$ cat config.mk
export PLATFORM = sky130hd
export DESIGN_NAME = wb_retire
export DESIGN_NICKNAME = d
export VERILOG_FILES = /design/src/rtl/wb_retire.sv
export SDC_FILE = /design/constraint.sdc
export NUM_CORES = 1
export LEC_CHECK = 0
export ABC_AREA = 0
export CORE_UTILIZATION = 42
export DETAILED_ROUTE_END_ITERATION = 12
export PLACE_DENSITY = 0.75
export SLEW_MARGIN = 20
export SYNTH_ARGS = -nofsm -noshare
export SYNTH_HDL_FRONTEND = slang
export SYNTH_SLANG_ARGS = --single-unit
$ cat constraint.sdc
create_clock -name clk_i -period 2.9 [get_ports clk_i]
set_input_delay 0.29 -clock clk_i [delete_from_list [all_inputs] [get_ports clk_i]]
set_output_delay 0.29 -clock clk_i [all_outputs]
set_load 0.02 [all_outputs]
$ cat src/rtl/wb_retire.sv
// Writeback/retire unit: two-entry in-order skid buffer feeding the register-file write port.
// Optional retired-instruction counter enabled by defining WB_INSTRET_EN.
module wb_retire #(
    parameter int XLEN = 32
) (
    input  logic            clk_i,
    input  logic            rst_n,
    // Handshake: a result transfers on a rising edge where M_valid_i && M_ready_o.
    // M_ready_o depends only on registered occupancy, never on this cycle's pop.
    input  logic            M_valid_i,
    output logic            M_ready_o,
    input  logic            M_need_dstE_i,
    input  logic [4:0]      M_dstE_i,
    input  logic [XLEN-1:0] M_valE_i,
    input  logic [XLEN-1:0] M_valM_i,
    input  logic            M_is_load_i,
    input  logic [2:0]      M_funct3_i,
    input  logic            dbg_we_i,
    input  logic [4:0]      dbg_addr_i,
    input  logic [XLEN-1:0] dbg_data_i,
    output logic            W_valid_o,
    output logic            W_need_dstE_o,
    output logic [4:0]      W_dstE_o,
    output logic [XLEN-1:0] W_data_o,
    output logic [31:0]     W_busy_o
`ifdef WB_INSTRET_EN
    ,
    output logic [63:0]     instret_o
`endif
);

    typedef struct packed {
        logic            need;
        logic [4:0]      dst;
        logic [XLEN-1:0] data;
    } entry_t;

    entry_t          buf_q [2];
    logic            head_q;
    logic            tail_q;
    logic [1:0]      count_q;
    logic [4:0]      last_dst_q;
    logic [XLEN-1:0] last_data_q;
    logic            push;
    logic            pop;
    logic [1:0]      slot_vld;
    entry_t          in_entry;
    entry_t          head_entry;

    function automatic logic [XLEN-1:0] fmt_load(input logic [2:0] f3,
                                                input logic [1:0] off,
                                                input logic [XLEN-1:0] w);
        logic [7:0]  b;
        logic [15:0] h;
        b = w[8*off +: 8];
        h = w[16*off[1] +: 16];
        case (f3)
            3'b000:  return {{(XLEN-8){b[7]}}, b};
            3'b001:  return {{(XLEN-16){h[15]}}, h};
            3'b100:  return {{(XLEN-8){1'b0}}, b};
            3'b101:  return {{(XLEN-16){1'b0}}, h};
            default: return w;
        endcase
    endfunction

    assign M_ready_o  = rst_n & (count_q != 2'd2);
    assign push       = M_valid_i & M_ready_o;
    // Debug owns the port outright; the head simply waits.
    assign pop        = rst_n & ~dbg_we_i & (count_q != 2'd0);
    assign head_entry = buf_q[head_q];

    always_comb begin
        in_entry.need = M_need_dstE_i;
        in_entry.dst  = M_dstE_i;
        in_entry.data = M_is_load_i ? fmt_load(M_funct3_i, M_valE_i[1:0], M_valM_i) : M_valE_i;
    end

    always_ff @(posedge clk_i) begin
        if (!rst_n) begin
            head_q  <= 1'b0;
            tail_q  <= 1'b0;
            count_q <= 2'd0;
        end else begin
            if (push) begin
                buf_q[tail_q] <= in_entry;
                tail_q        <= ~tail_q;
            end
            if (pop) begin
                head_q <= ~head_q;
            end
            case ({push, pop})
                2'b10:   count_q <= count_q + 2'd1;
                2'b01:   count_q <= count_q - 2'd1;
                default: count_q <= count_q;
            endcase
        end
    end

    always_comb begin
        W_valid_o     = 1'b0;
        W_need_dstE_o = 1'b0;
        W_dstE_o      = last_dst_q;
        W_data_o      = last_data_q;
        if (rst_n) begin
            if (dbg_we_i) begin
                W_valid_o     = 1'b1;
                W_need_dstE_o = 1'b1;
                W_dstE_o      = dbg_addr_i;
                W_data_o      = dbg_data_i;
            end else if (count_q != 2'd0) begin
                W_valid_o     = 1'b1;
                W_need_dstE_o = head_entry.need;
                W_dstE_o      = head_entry.dst;
                W_data_o      = head_entry.data;
            end
        end
    end

    // Idle cycles keep showing the last index/data driven on the port.
    always_ff @(posedge clk_i) begin
        if (!rst_n) begin
            last_dst_q  <= 5'd0;
            last_data_q <= '0;
        end else if (W_valid_o) begin
            last_dst_q  <= W_dstE_o;
            last_data_q <= W_data_o;
        end
    end

    always_comb begin
        case (count_q)
            2'd2:    slot_vld = 2'b11;
            2'd1:    slot_vld = head_q ? 2'b10 : 2'b01;
            default: slot_vld = 2'b00;
        endcase
    end

    always_comb begin
        W_busy_o = '0;
        for (int s = 0; s < 2; s++) begin
            if (slot_vld[s] && buf_q[s].need) begin
                W_busy_o[buf_q[s].dst] = 1'b1;
            end
        end
        W_busy_o[0] = 1'b0;
    end

`ifdef WB_INSTRET_EN
    logic [63:0] instret_q;

    always_ff @(posedge clk_i) begin
        if (!rst_n) begin
            instret_q <= '0;
        end else if (pop) begin
            instret_q <= instret_q + 64'd1;
        end
    end

    assign instret_o = instret_q;
`endif

endmodule

Word level (Yosys, flattened, before mapping)
Memory sizes are Yosys's and may differ from the RTL's. A register that Yosys moved wholly into a read port is not among the register bits.
Index checks and enable logic that the tools add are counted.
Operators by class
  eq/ne operators: 8
  multiply operators: 0
  reduce and logical (&&, ||, !) cells: 7
  div/mod/pow operators: 0
  bitwise logic cells: 8
  shift-type cells: 2
  add/subtract/negate cells: 2
  muxes and demuxes: 28
  magnitude comparators: 4
Operator list (count)
  $mux 32: 6
  $pmux 32 s4: 1
  $or 32x32->32: 1
  $shiftx 32x6->16: 1
  $shiftx 32x6->8: 1
  $mux 5: 3
  $mux 1: 13
  $lt 5x6->1 const B: 2
  $demux 1 s5: 2
  $ge 5x1->1 const B: 2
  $pmux 2 s2: 2
  $eq 3x3->1 const B: 2
  $and 1x1->1: 4
  $eq 2x1->1 const B: 2
  $eq 2x2->1 const B: 2
  $logic_and 1x1->1: 4
  $reduce_bool 2->1: 2
  $eq 3x1->1 const B: 1
  $logic_not 3->1: 1
  $not 1->1: 3
  $add 2x1->2 const B: 1
  $mux 2: 1
  $ne 2x2->1 const B: 1
  $sub 2x1->2 const B: 1
Word-level totals
  latch bits: 0
  memories kept: 1
  bits in registers: 41
  ROM bits: 0
  RAM bits: 76
  output and inout port bits: 72
Memories
  buf_q: depth 2, bits a word 38, rd ports 3, clocked after memory_dff 1, wr ports 1, RTL line 38  | entry_t buf_q [2];

Depth between registers and ports, before layout
An unclocked memory read counts as a cell.
  word-level depth: 8
  mapped depth: 10
  mapped depth without buffers: 8

Worst setup path before layout
OpenSTA, ideal clock, no wires.
  path kind: register to register
  start point: reg count_q[0]
  end point: mem buf_q[0][0] (netlist name) (enable)
  cell stages (with the launch flop): 6
  required time: 2.467 ns
  setup time: 0.433 ns
  data arrival time: 2.761 ns
  clock period less this slack: 3.194 ns
  slack: -0.294 ns
  buffers on the path: 0
  cell sequence: dfxtp_1 > inv_1 > ha_1 > nor2_1 > nand2_1 > nor2_1
On the way
  cells in the longest elaborated chain, start to end: 6
RTL lines
  from (decl): RTL line 41  | logic [1:0] count_q;
  from (signal assigned): RTL line 92  | 2'b10: count_q <= count_q + 2'd1;
  from (signal assigned): RTL line 93  | 2'b01: count_q <= count_q - 2'd1;
  from (signal assigned): RTL line 94  | default: count_q <= count_q;
  $ne 2x2->1: RTL line 66  | assign M_ready_o = rst_n & (count_q != 2'd2);
  $and 1x1->1: RTL line 66
  net M_ready_o: RTL line 11  | output logic M_ready_o,
  $and 1x1->1: RTL line 67  | assign push = M_valid_i & M_ready_o;
  $mux 1: RTL line 84  | if (push) begin
  $mux 1: RTL line 79  | if (!rst_n) begin
  $mux 1 (implied by the code): RTL line 85  | buf_q[tail_q] <= in_entry;
  to (decl): RTL line 38
The timed path passes the listed nets, and every way through them passes these cells.

Worst setup path after layout
  start point: reg count_q[0]
  end point: out W_data_o[28]
On the way
  cells in the longest elaborated chain, start to end: 4
RTL lines
  $reduce_bool 2->1: RTL line 110  | end else if (count_q != 2'd0) begin
  $mux 32: RTL line 110
  $mux 32: RTL line 105  | if (dbg_we_i) begin
  $mux 32: RTL line 104  | if (rst_n) begin
  to (decl): RTL line 24  | output logic [XLEN-1:0] W_data_o,
No other way between the ends.

==> impl_metrics.toml <==
[status]
status = "completed"

[setup_path]
endpoint_kind = "output pin"
critical_path_required_ns = 2.61
rr_endpoint = "last_data_q[17]"
cp_max_fo = 19
rrSetupSlack_ns = 0.94
crit_arrival_ns = 2.50
worst_setup_path_start_kind = "flop"
r2r-start = "count_q[0]"
path_class = "reg2out"
rr_worst_depth = 7
crit_start = "count_q[0]"

[cells_and_area]
mostFrequentLayoutCells = "148 x clkdlybuf4s50_1, 121 x nand2_1, 77 x o21ai_0"
area_growth_syn_to_layout_pct = 42.4
multi_input_area_mm2 = 0.00315
fillers = 1233
layout_commonest_cell = "clkdlybuf4s50_1"
seq_area_mm2 = 0.00312
final_cell_count_no_fill = 1063
n_antenna_cell = 0
final_area_mm2 = 0.00928
drive_gt1_frac = 0.106
final_nets = 981
fin_util = 0.612

[synthesis]
synth_nets = 815
seq_area_frac_synth = 0.479
synth_compound_area_frac = 0.255
syn_area_mm2 = 0.00651
synth_top_family_by_area = "compound AO/OA/AOI/OAI gates"
synth-seq-cells = 118
yosysTopAreaCellShare = 0.350
ys_warn_count = 0
synth_xor_xnor_area_share = 0.00538
yosys.area_share.adder = 0.00768
synth.avg_cell_area_um2 = 9.36
ys_types = 43
synth.area.mux_share = 0.0757
netlist_instances = 696
synth-simple-area-share = 0.132
synth_top_area_cell = "edfxtp_1"
synth.area.top_cells = "edfxtp_1 35%, dfxtp_1 13%, o22ai_1 7.0%"

[clocking]
clk_latency_ns = 0.41
postCtsHoldBufs = 0
clock_sinks = 118
post_cts.repair.setup_buffers = 0
cts_root_buf = "clkbuf_16"
path_clk_slew_ns = 0.06
cts_tree = "yes"
htreeDepth = 4
clockBufferDepth = 2
numCtsBuffers = 17

[power]
p_seq_frac = 0.356
vdd_ir_drop_max_v = 0.000558
p_sw_frac = 0.302
power_frac_comb = 0.280
clock_power_share = 0.365
netSwitchingPower_mw = 1.75
p_int_mw = 4.04
p_leak_nw = 3.78
power_mw = 5.79
pwr_density_cell_mw_per_mm2 = 625

[sta]
fin_crit_sh = 0.962
slew_headroom = 0.552
rsz0062_at_grt = "true"
fin_worst_skew_ns = 0.00980
worst_pin_slew_ns = 0.672
whs_ns = 0.472
fmax_ghz = 0.358
hold_violations = 0
slew_violations = 0
setup-violations-final = 0
period_needed_ns = 2.79

[place]
place_area_mm2 = 0.00857
gp_congestion = 0.895
numPortBuffers = 185
dp.final_hpwl_um = 14000
place_inst = 1030

[die]
die_h_um = 127
die_area_mm2 = 0.0160
io_pins = 187
coreArea_mm2 = 0.0151
start_util = 0.430
die_w_um = 127
num_rows = 45

[route]
routedWlPerCell_um = 18.8
drt_iter0_markers = 550
dr.pass1.iters = 5
totalWireLength_um = 20000
vias_per_cell = 5.82
ant_nets = 0
vias = 6184
drc = 0

[min_path]
holdPathEnd = "buf_q[0][33]"
min_from = "M_dstE_i[1]"
holdPathStages = 1
hold_class = "in2reg"

[grt]
grt_pass1_vias = 5800
grt_max_degree = 75
overflow = 0
grt_pass1_wl_um = 30700
track_usage = 0.246
antenna_found_initial = 0

[run]
drv_cap = 0
## power groups by stage
stage	clock network (mW)	registers [mW]	logic, mW
after floorplan	0	2.05	0.984
after global placement	0	2.08	1.55
after detailed placement	0	2.09	1.58
after CTS	2.14	2.06	1.59
after global routing	2.21	2.08	1.74
final	2.11	2.06	1.62
## critical path, cell delays in order, from the launching register on
cell and delay, ns:
dfxtp_1 0.38, inv_1 0.08, ha_1 0.29, or2_4 0.37, o21ai_0 0.19, a22o_1 0.14, clkdlybuf4s50_1 0.64
## state kept, by name, summed over array words and instances (netlist names), named ones only
register	cells
last_data_q	32
buf_q	76
last_dst_q	5
tail_q	1
count_q	2
head_q	1
## final cells by class
cell class	instances	area share
Multi-Input combinational cell	510	0.340
Sequential cell	118	0.337
Timing Repair Buffer	207	0.229
Clock buffer	17	0.0459
Tap cell	188	0.0254
Clock inverter	15	0.0196
Inverter	8	0.00324
## synth_stat cells
| master | instances |
|---|---|
| buf_1 | 7 |
| nor2_1 | 39 |
| xnor2_1 | 1 |
| o211a_1 | 2 |
| ha_1 | 4 |
| clkbuf_1 | 43 |
| clkinv_1 | 1 |
| o21ai_0 | 79 |
| nand3_1 | 7 |
| a22oi_4 | 1 |
| inv_1 | 7 |
| conb_1 | 1 |
| o2111ai_1 | 1 |
| a211o_4 | 1 |
| o22a_1 | 1 |
| nand2_1 | 121 |
| nand3b_1 | 3 |
| a211oi_1 | 14 |
| buf_4 | 2 |
| or2_2 | 5 |
| nand2b_1 | 9 |
| o31ai_1 | 7 |
| and3_1 | 1 |
| nor3b_1 | 1 |
| a311o_1 | 1 |
| and2_1 | 2 |
| mux2i_1 | 38 |
| buf_6 | 2 |
| a21oi_1 | 2 |
| mux2_2 | 9 |
| dfxtp_1 | 42 |
| a31o_2 | 9 |
| nor2b_1 | 11 |
| xor2_1 | 3 |
| a31oi_1 | 16 |
| nor3_1 | 2 |
| or2b_1 | 1 |
| a22o_1 | 37 |
| buf_2 | 7 |
| o22ai_1 | 73 |
| o32ai_1 | 6 |
| edfxtp_1 | 76 |
| mux2_1 | 1 |
## per-stage QoR
stage | TNS (ns) | setup slack [ns]
floorplan | 0 | 0.324
CTS | -3.48 | -0.195
detailed placement | 0 | 0.137
global placement | 0 | 0.185
finish | 0 | 0.110
global route | -0.0298 | -0.0153
## timing repair
| action | 4_1_cts | 5_1_grt |
|---|---|---|
| gates cloned | 0 | 1 |
| setup endpoints to repair | 68 | 65 |
| gates resized for setup | 8 | 44 |
## worst max-delay path by stage
stage | cells past startpoint | end
2_1_floorplan | 5 | buf_q[0][0]
3_3_place_gp | 7 | W_busy_o[24]
3_5_place_dp | 7 | W_busy_o[24]
4_1_cts | 7 | W_busy_o[23]
5_1_grt | 6 | W_data_o[26]
6_report | 6 | W_data_o[28]
## layer usage
metal	GRT usage	share of wire
met4	0.0872	0.018
met2	0.406	0.47
met5	0	0
met1	0.322	0.44
met3	0.0481	0.073
## logic make-up after synthesis
| kind of cell | Yosys count |
|---|---|
| other | 1 |
| XOR/XNOR | 4 |
| multiplexers | 48 |
| buffers and inverters | 69 |
| adder cells (fa/ha/maj) | 4 |
| AO/OA/AOI/OAI | 250 |
| AND/OR/NAND/NOR | 202 |
| flip-flops | 118 |
Power figures use the tool's default switching activity.
